File: src/rtl/pixel_quad_store.sv
// pixel_quad_store: in-pixel digital memory for one 2x2 pixel quad.
// Convert captures the shared ramp code on each comparator's first trip;
// pixels that never trip are filled with CODE_MAX when convert falls.
// Read phases drive the stored codes onto the four pixel data buses.
//
// Bus handshake: read1/read2 act as the request, bus_oe is the response
// valid. Data on busN is valid in the same cycle bus_oe[N-1] is high and is
// sampled by the column readout on the next posedge; there is no backpressure.
module pixel_quad_store #(
  parameter int          DATA_W   = 8,
  parameter int unsigned CODE_MAX = 255
) (
  input  logic              clk,
  input  logic              reset,
  input  logic              erase,
  input  logic              convert,
  input  logic              read1,
  input  logic              read2,
  input  logic [DATA_W-1:0] ramp_code,
  input  logic [3:0]        cmp_trip,
  output logic [DATA_W-1:0] bus1,
  output logic [DATA_W-1:0] bus2,
  output logic [DATA_W-1:0] bus3,
  output logic [DATA_W-1:0] bus4,
  output logic [3:0]        bus_oe,
  output logic [3:0]        latched,
  output logic [3:0]        overflow,
  output logic              proto_err,
  output logic [1:0]        dbg_state
);

  typedef enum logic [1:0] {
    ST_IDLE = 2'd0,
    ST_CONV = 2'd1,
    ST_HOLD = 2'd2
  } state_t;

  localparam logic [DATA_W-1:0] CODE_MAX_W = DATA_W'(CODE_MAX);

  state_t                  state_q, state_d;
  logic [3:0][DATA_W-1:0]  mem_q, mem_d;
  logic [3:0]              latched_q, latched_d;
  logic [3:0]              overflow_q, overflow_d;
  logic                    proto_err_q, proto_err_d;

  logic rd_ok;
  logic en1;
  logic en2;

  // Next-state, capture and overflow-fill logic; erase overrides everything.
  always_comb begin
    state_d    = state_q;
    mem_d      = mem_q;
    latched_d  = latched_q;
    overflow_d = overflow_q;

    // Illegal phase combinations, reported one cycle later.
    proto_err_d = (read1 & read2)
                | ((read1 | read2) & ((state_q == ST_CONV) | convert))
                | (convert & erase);

    if (erase) begin
      state_d    = ST_IDLE;
      mem_d      = '0;
      latched_d  = '0;
      overflow_d = '0;
    end else begin
      case (state_q)
        ST_IDLE, ST_HOLD: begin
          if (convert) begin
            // New frame: clear the quad and take the first trip sample now.
            state_d    = ST_CONV;
            overflow_d = '0;
            latched_d  = cmp_trip;
            for (int i = 0; i < 4; i++) begin
              mem_d[i] = cmp_trip[i] ? ramp_code : '0;
            end
          end
        end
        ST_CONV: begin
          if (convert) begin
            // First trip wins; later trips and untrips are ignored.
            for (int i = 0; i < 4; i++) begin
              if (!latched_q[i] && cmp_trip[i]) begin
                mem_d[i]     = ramp_code;
                latched_d[i] = 1'b1;
              end
            end
          end else begin
            // Ramp finished: pixels that never tripped get the overflow code.
            state_d = ST_HOLD;
            for (int i = 0; i < 4; i++) begin
              if (!latched_q[i]) begin
                mem_d[i]      = CODE_MAX_W;
                overflow_d[i] = 1'b1;
              end
            end
          end
        end
        default: state_d = ST_IDLE;
      endcase
    end
  end

  // State, memory and status registers; asynchronous reset clears the quad.
  always_ff @(posedge clk or posedge reset) begin
    if (reset) begin
      state_q     <= ST_IDLE;
      mem_q       <= '0;
      latched_q   <= '0;
      overflow_q  <= '0;
      proto_err_q <= 1'b0;
    end else begin
      state_q     <= state_d;
      mem_q       <= mem_d;
      latched_q   <= latched_d;
      overflow_q  <= overflow_d;
      proto_err_q <= proto_err_d;
    end
  end

  // Combinational read drive; read1 wins over read2, nothing drives during convert.
  always_comb begin
    rd_ok  = (state_q != ST_CONV) && !convert;
    en1    = read1 && rd_ok;
    en2    = read2 && !read1 && rd_ok;
    bus_oe = {en2, en1, en2, en1};
    bus1   = en1 ? mem_q[0] : '0;
    bus3   = en1 ? mem_q[2] : '0;
    bus2   = en2 ? mem_q[1] : '0;
    bus4   = en2 ? mem_q[3] : '0;
  end

  assign latched   = latched_q;
  assign overflow  = overflow_q;
  assign proto_err = proto_err_q;
  assign dbg_state = state_q;

endmodule
File: config.mk
export PLATFORM = sky130hd
export DESIGN_NAME = pixel_quad_store
export DESIGN_NICKNAME = d
export VERILOG_FILES = /design/src/rtl/pixel_quad_store.sv
export SDC_FILE = /design/constraint.sdc
export NUM_CORES = 1
export LEC_CHECK = 0
export BUFFER_PORTS_ARGS = -buffer_cell sky130_fd_sc_hd__clkbuf_2
export CORE_MARGIN = 3
export CORE_UTILIZATION = 53
export CTS_CLUSTER_SIZE = 12
export DETAILED_ROUTE_END_ITERATION = 16
export PLACE_DENSITY = 0.8
export SLEW_MARGIN = 40
export SYNTH_ARGS = -nofsm -noshare
export SYNTH_HDL_FRONTEND = slang
export SYNTH_SLANG_ARGS = --single-unit
File: constraint.sdc
create_clock -name clk -period 2.3 [get_ports clk]
set_clock_uncertainty 0.1 [all_clocks]
set_input_delay 0.46 -clock clk [delete_from_list [all_inputs] [get_ports clk]]
set_output_delay 0.46 -clock clk [all_outputs]
set_load 0.01 [all_outputs]
==> After elaboration in Yosys (flattened, before gate mapping) <==
Cells that the tools add are included.
Widths: inputs -> output; s select.
{ "totals": {"reg_bits": 43, "input_bits": 18, "output_inout_bits": 47, "elab_cells": 113} }
{ "classes": {"eq_ne": 22, "mux": 40, "bitwise_logic": 7, "reduce_logical": 30} }
{ "op_table": {"columns": ["operator", "count"], "rows": [
  ["$mux 8", 16],
  ["$mux 32", 3],
  ["$pmux 32 s2", 1],
  ["$reduce_and 4->1", 12],
  ["$mux 4", 6],
  ["$ne 3x3->1 const B", 7],
  ["$ne 4x3->1 const B", 4],
  ["$ne 4x4->1 const B", 4],
  ["$pmux 4 s2", 2],
  ["$ne 3x2->1 const B", 4],
  ["$logic_and 1x1->1", 8],
  ["$mux 1", 8],
  ["$logic_not 1->1", 6],
  ["$mux 2", 3],
  ["$or 1x1->1", 4],
  ["$pmux 2 s2", 1],
  ["$and 1x1->1", 3],
  ["$reduce_bool 3->1", 1],
  ["$eq 2x1->1 const B", 1],
  ["$eq 2x2->1 const B", 1],
  ["$logic_not 2->1", 1],
  ["$ne 2x1->1 const B", 1],
  ["$reduce_and 2->1", 1],
  ["$reduce_or 2->1", 1]
]} }

==> Logic depth before layout (Yosys ltp) <==
{ "depth": {"depth_word": 6, "depth_mapped": 6, "depth_no_buf": 4} }

==> Worst setup path before layout <==
No wires, ideal clock.
{ "synth_path": {"path_kind": "register to output", "start": "reg state_q[1], in the netlist dbg_state[1]", "end": "out bus1[5]", "t_arrival_ps": 1360, "required_time_ps": 1740, "path_slack_ps": 380, "stages_incl_launch_ff": 7, "n_path_buf": 3, "cell_sequence": "dfrtp_1 buf_2 nand2b_1 and3_1 buf_2 buf_6 and2_1"} }
{ "synth_between": {"elab_chain_len": 4} }
{ "synth_lines": {"columns": ["item", "line", "source"], "rows": [
  ["from (decl)", "40", "state_t state_q, state_d;"],
  ["from (signal assigned)", "114", "state_q <= state_d;"],
  ["$ne 2x1->1", "124", "rd_ok = (state_q != ST_CONV) && !convert;"],
  ["$logic_and 1x1->1", "124", null],
  ["$logic_and 1x1->1", "125", "en1 = read1 && rd_ok;"],
  ["via en1", "47", "logic en1;"],
  ["$mux 8", "128", "bus1 = en1 ? mem_q[0] : '0;"],
  ["to (decl)", "21", "output logic [DATA_W-1:0] bus1,"]
]} }
The timed path passes the listed nets, and every way through them passes these cells.

==> Worst setup path in the final report <==
{ "layout_path": {"start": "reg state_q[1], in the netlist dbg_state[1]", "end": "out bus3[2]"} }
{ "layout_between": {"elab_chain_len": 4} }
{ "layout_lines": {"columns": ["item", "line", "source"], "rows": [
  ["$ne 2x1->1", "124", null],
  ["$logic_and 1x1->1", "124", null],
  ["$logic_and 1x1->1", "125", null],
  ["$mux 8", "129", "bus3 = en1 ? mem_q[2] : '0;"],
  ["to (decl)", "23", "output logic [DATA_W-1:0] bus3,"]
]} }
Every way passes these cells.

==> impl_metrics.tcl <==
set metrics [dict create \
    powerDensity_nw_per_um2 608.2 \
    drtAntennaViolNets 0 \
    synth.most_common_cell "nand2_1" \
    grt_antenna_before_repair 0 \
    viasPerCell 5.433 \
    yosysTopAreaCell "dfrtp_1" \
    cts_hold_buf 0 \
    async_flop_share_pct 100.0 \
    yosys_register_bits 43 \
    power_leakage_nw 1.567 \
    portBuffers 64 \
    htreeDepth 2 \
    yosys_warnings 0 \
    status "finished clean" \
    power_switching_uw 483.9 \
    finalWeightedCongestion 0.8499 \
    synthTopCellsByArea "dfrtp_1 (44%), a22o_1 (8.6%), and2_1 (8.2%)" \
    peakVddDrop_v 0.0003484 \
    power_frac_clock_pct 34.7 \
    syn-cell-area_um2 2432 \
    cp_data_arrival_time_ps 1660 \
    synth_area_per_cell_um2 9.768 \
    seqPwrFrac_pct 47.3 \
    rr_startpoint "dbg_state[0]$_DFFE_PP0P_" \
    syn_to_final_growth_pct 19.80 \
    report.final.slew_viol_count 0 \
    die_area_um2 5438 \
    cts_tree "yes" \
    cp-end-kind "output pin" \
    post-route-period-util_pct 96.61 \
    swShare_pct 27.30 \
    drc 0 \
    grt_max_degree 44 \
    fin_crit_ps 2222 \
    wl_per_cell_um 15.69 \
    num_rows 24 \
    worstMarginPinSlew_ps 536.7 \
    synth-main-ff-cell "dfrtp_1" \
    grt_util_all_layers_pct 22.15 \
    clk_latency_ps 300 \
    overflow 0 \
    yosysSeqAreaShare_pct 44.24 \
    startpoint "dbg_state[1]$_DFFE_PP0P_" \
    grt_pass1_wl_um 9108 \
    drv_cap 0 \
    clkSinkCount 43 \
    post-route-cell-area_um2 2914 \
    setup-violations-final 0 \
    synth_top_area_share_pct 44.24 \
    synth_edf_count 0 \
    initial_core_util_pct 55.48 \
    n_fill_cell 366 \
    num_antenna_cells 0 \
    placed_cell_area_um2 2749 \
    syn_inst 249 \
    regArea_um2 1079 \
    path_clk_slew_ps 80 \
    clock_path_buffers 2 \
    worst-setup-path-type "reg2out" \
    required_ps 1740 \
    first_pass_iters 4 \
    post-place-ws_ps 180.5 \
    internal_power_mw 1.289 \
    finalHoldViolations 0 \
    vias 1994 \
    cts_root_buf "clkbuf_8" \
    rsz0062_at_grt "yes" \
    die_y_um 73.75 \
    drt_iter0_drc 192 \
    multi_input_area_um2 1230 \
    min_path_type "in2async" \
    drive_gt1_share_pct 32.70 \
    max_freq_mhz 450.1 \
    ys_types 32 \
    core_area_um2 4384 \
    nNetsFinal 332 \
    hpwl_um 4143 \
    boundaryPins 65 \
    combPwrFrac_pct 18.0 \
    slew_headroom_pct 64.22 \
    mappedNetlistNets 267 \
    grt_pass1_vias 1893 \
    cts_buffers 5 \
    worst_slack_ps 78.06 \
    die_w_um 73.75 \
    synth_commonest_cells "nand2_1 (52), dfrtp_1 (43), and2_1 (32), a22o_1 (24), nor2_1 (12)" \
    critical_path_peak_fanout 18 \
    cp-start-kind "flip-flop" \
    drt-total-wl_um 5757 \
]
==> placed cells by master (no fill, tap or decap) <==
master      n
inv_1       3
bufinv_16   1
maj3_2      1
nand2b_1   11
nand2_1    52
and3_2      1
buf_6       1
clkbuf_2   64
o21ai_1     8
nor2b_1     1
a21oi_2     4
o21bai_2    1
mux2i_1     8
dfrtp_1    41
clkinv_2    1
a21oi_1     1
nor2b_4     1
a22o_1     24
and2_1     32
a2bb2oi_1   4
nor4b_4     1
o21ai_0     8
dfrtp_2     2
mux2i_4     1
xnor2_1     1
o32a_1      1
buf_2       1
a311oi_4    3
buf_4      10
nor3_1      1
clkbuf_8    6
nor2_1     12
nor2_2      1
a22oi_1     4
nand2b_4    2
a211oi_2    1
==> final cells by class <==
cell class / instances / area share (%)
clock buffer: 6 / 2.834
tap: 52 / 2.233
multi-input combinational: 185 / 42.21
sequential: 43 / 37.01
clock inverter: 2 / 1.202
timing repair buffer: 76 / 14.13
inverter: 3 / 0.3864
==> kinds of logic (layout without fill, tap and decap cells) <==
kind of cell	Yosys count	count (layout)	share of synthesized area, %
AOI/OAI and AO/OA	59	59	20.88
buffers and inverters	21	87	5.452
xor gates and xnor gates	1	1	0.3601
muxes	9	9	4.218
and+or+nand+nor	115	115	24.38
adders and majority gates	1	1	0.4629
DFF	43	43	44.24
==> repair_timing <==
item	4_1_cts	5_1_grt
resized for setup	2	6
setup endpoints to repair	21	32
setup buffers	0	3
cloned	0	2
endpoints found under the hold margin	0	0
==> routing by layer <==
layer	global-route usage (%)	part of all wire, %	up-vias
met5	0	0	-
met4	8.853	1.3	0
met3	3.557	6.5	9
met2	35.53	48	73
met1	29.82	44	934
li1	-	-	978
==> power groups by stage <==
stage	clock network [mW]	registers, mW	logic [mW]
global route	0.650	0.845	0.355
detailed placement	0	0.853	0.311
global placement	0	0.851	0.304
floorplan	0	0.846	0.223
finish	0.616	0.837	0.319
CTS	0.619	0.838	0.314
==> stage by stage <==
step	power, mW	hold WS [ps]	cells	setup TNS (ps)	util (%)
after floorplan	1.069	357.7	249	0	-
after global placement	1.155	375.2	354	0	62.70
after detailed placement	1.164	378.4	354	0	62.70
after CTS	1.771	182.5	362	0	65.50
after global routing	1.850	225.7	367	-52.29	66.47
final	1.772	165.7	367	0	66.47
==> worst paths after layout <==
path                                       endpoint  slack (ps)  depth (start not counted)
setup / recovery                            bus3[2]          80                          4
hold / removal               latched[3]$_DFFE_PP0P_         170                          3
setup reg to reg              mem_q[22]$_DFFE_PP0P_         660                          4
hold reg to reg               mem_q[15]$_DFFE_PP0P_         400                          1
max in group asynchronous  dbg_state[0]$_DFFE_PP0P_        1550                          3
min in group clk             latched[3]$_DFFE_PP0P_         330                          3
==> worst max-delay path, cell delays in order (launching register included) <==
cell and delay [ps]:
dfrtp_2 490, nand2b_1 220, and3_2 330, and2_1 190, clkbuf_2 120
==> flip-flops by register name (all words and copies together), names as in the netlist <==
register,cells
overflow,4
mem_q,32
proto_err,1
dbg_state,2
latched,4
Power figures use the tool's default switching activity.
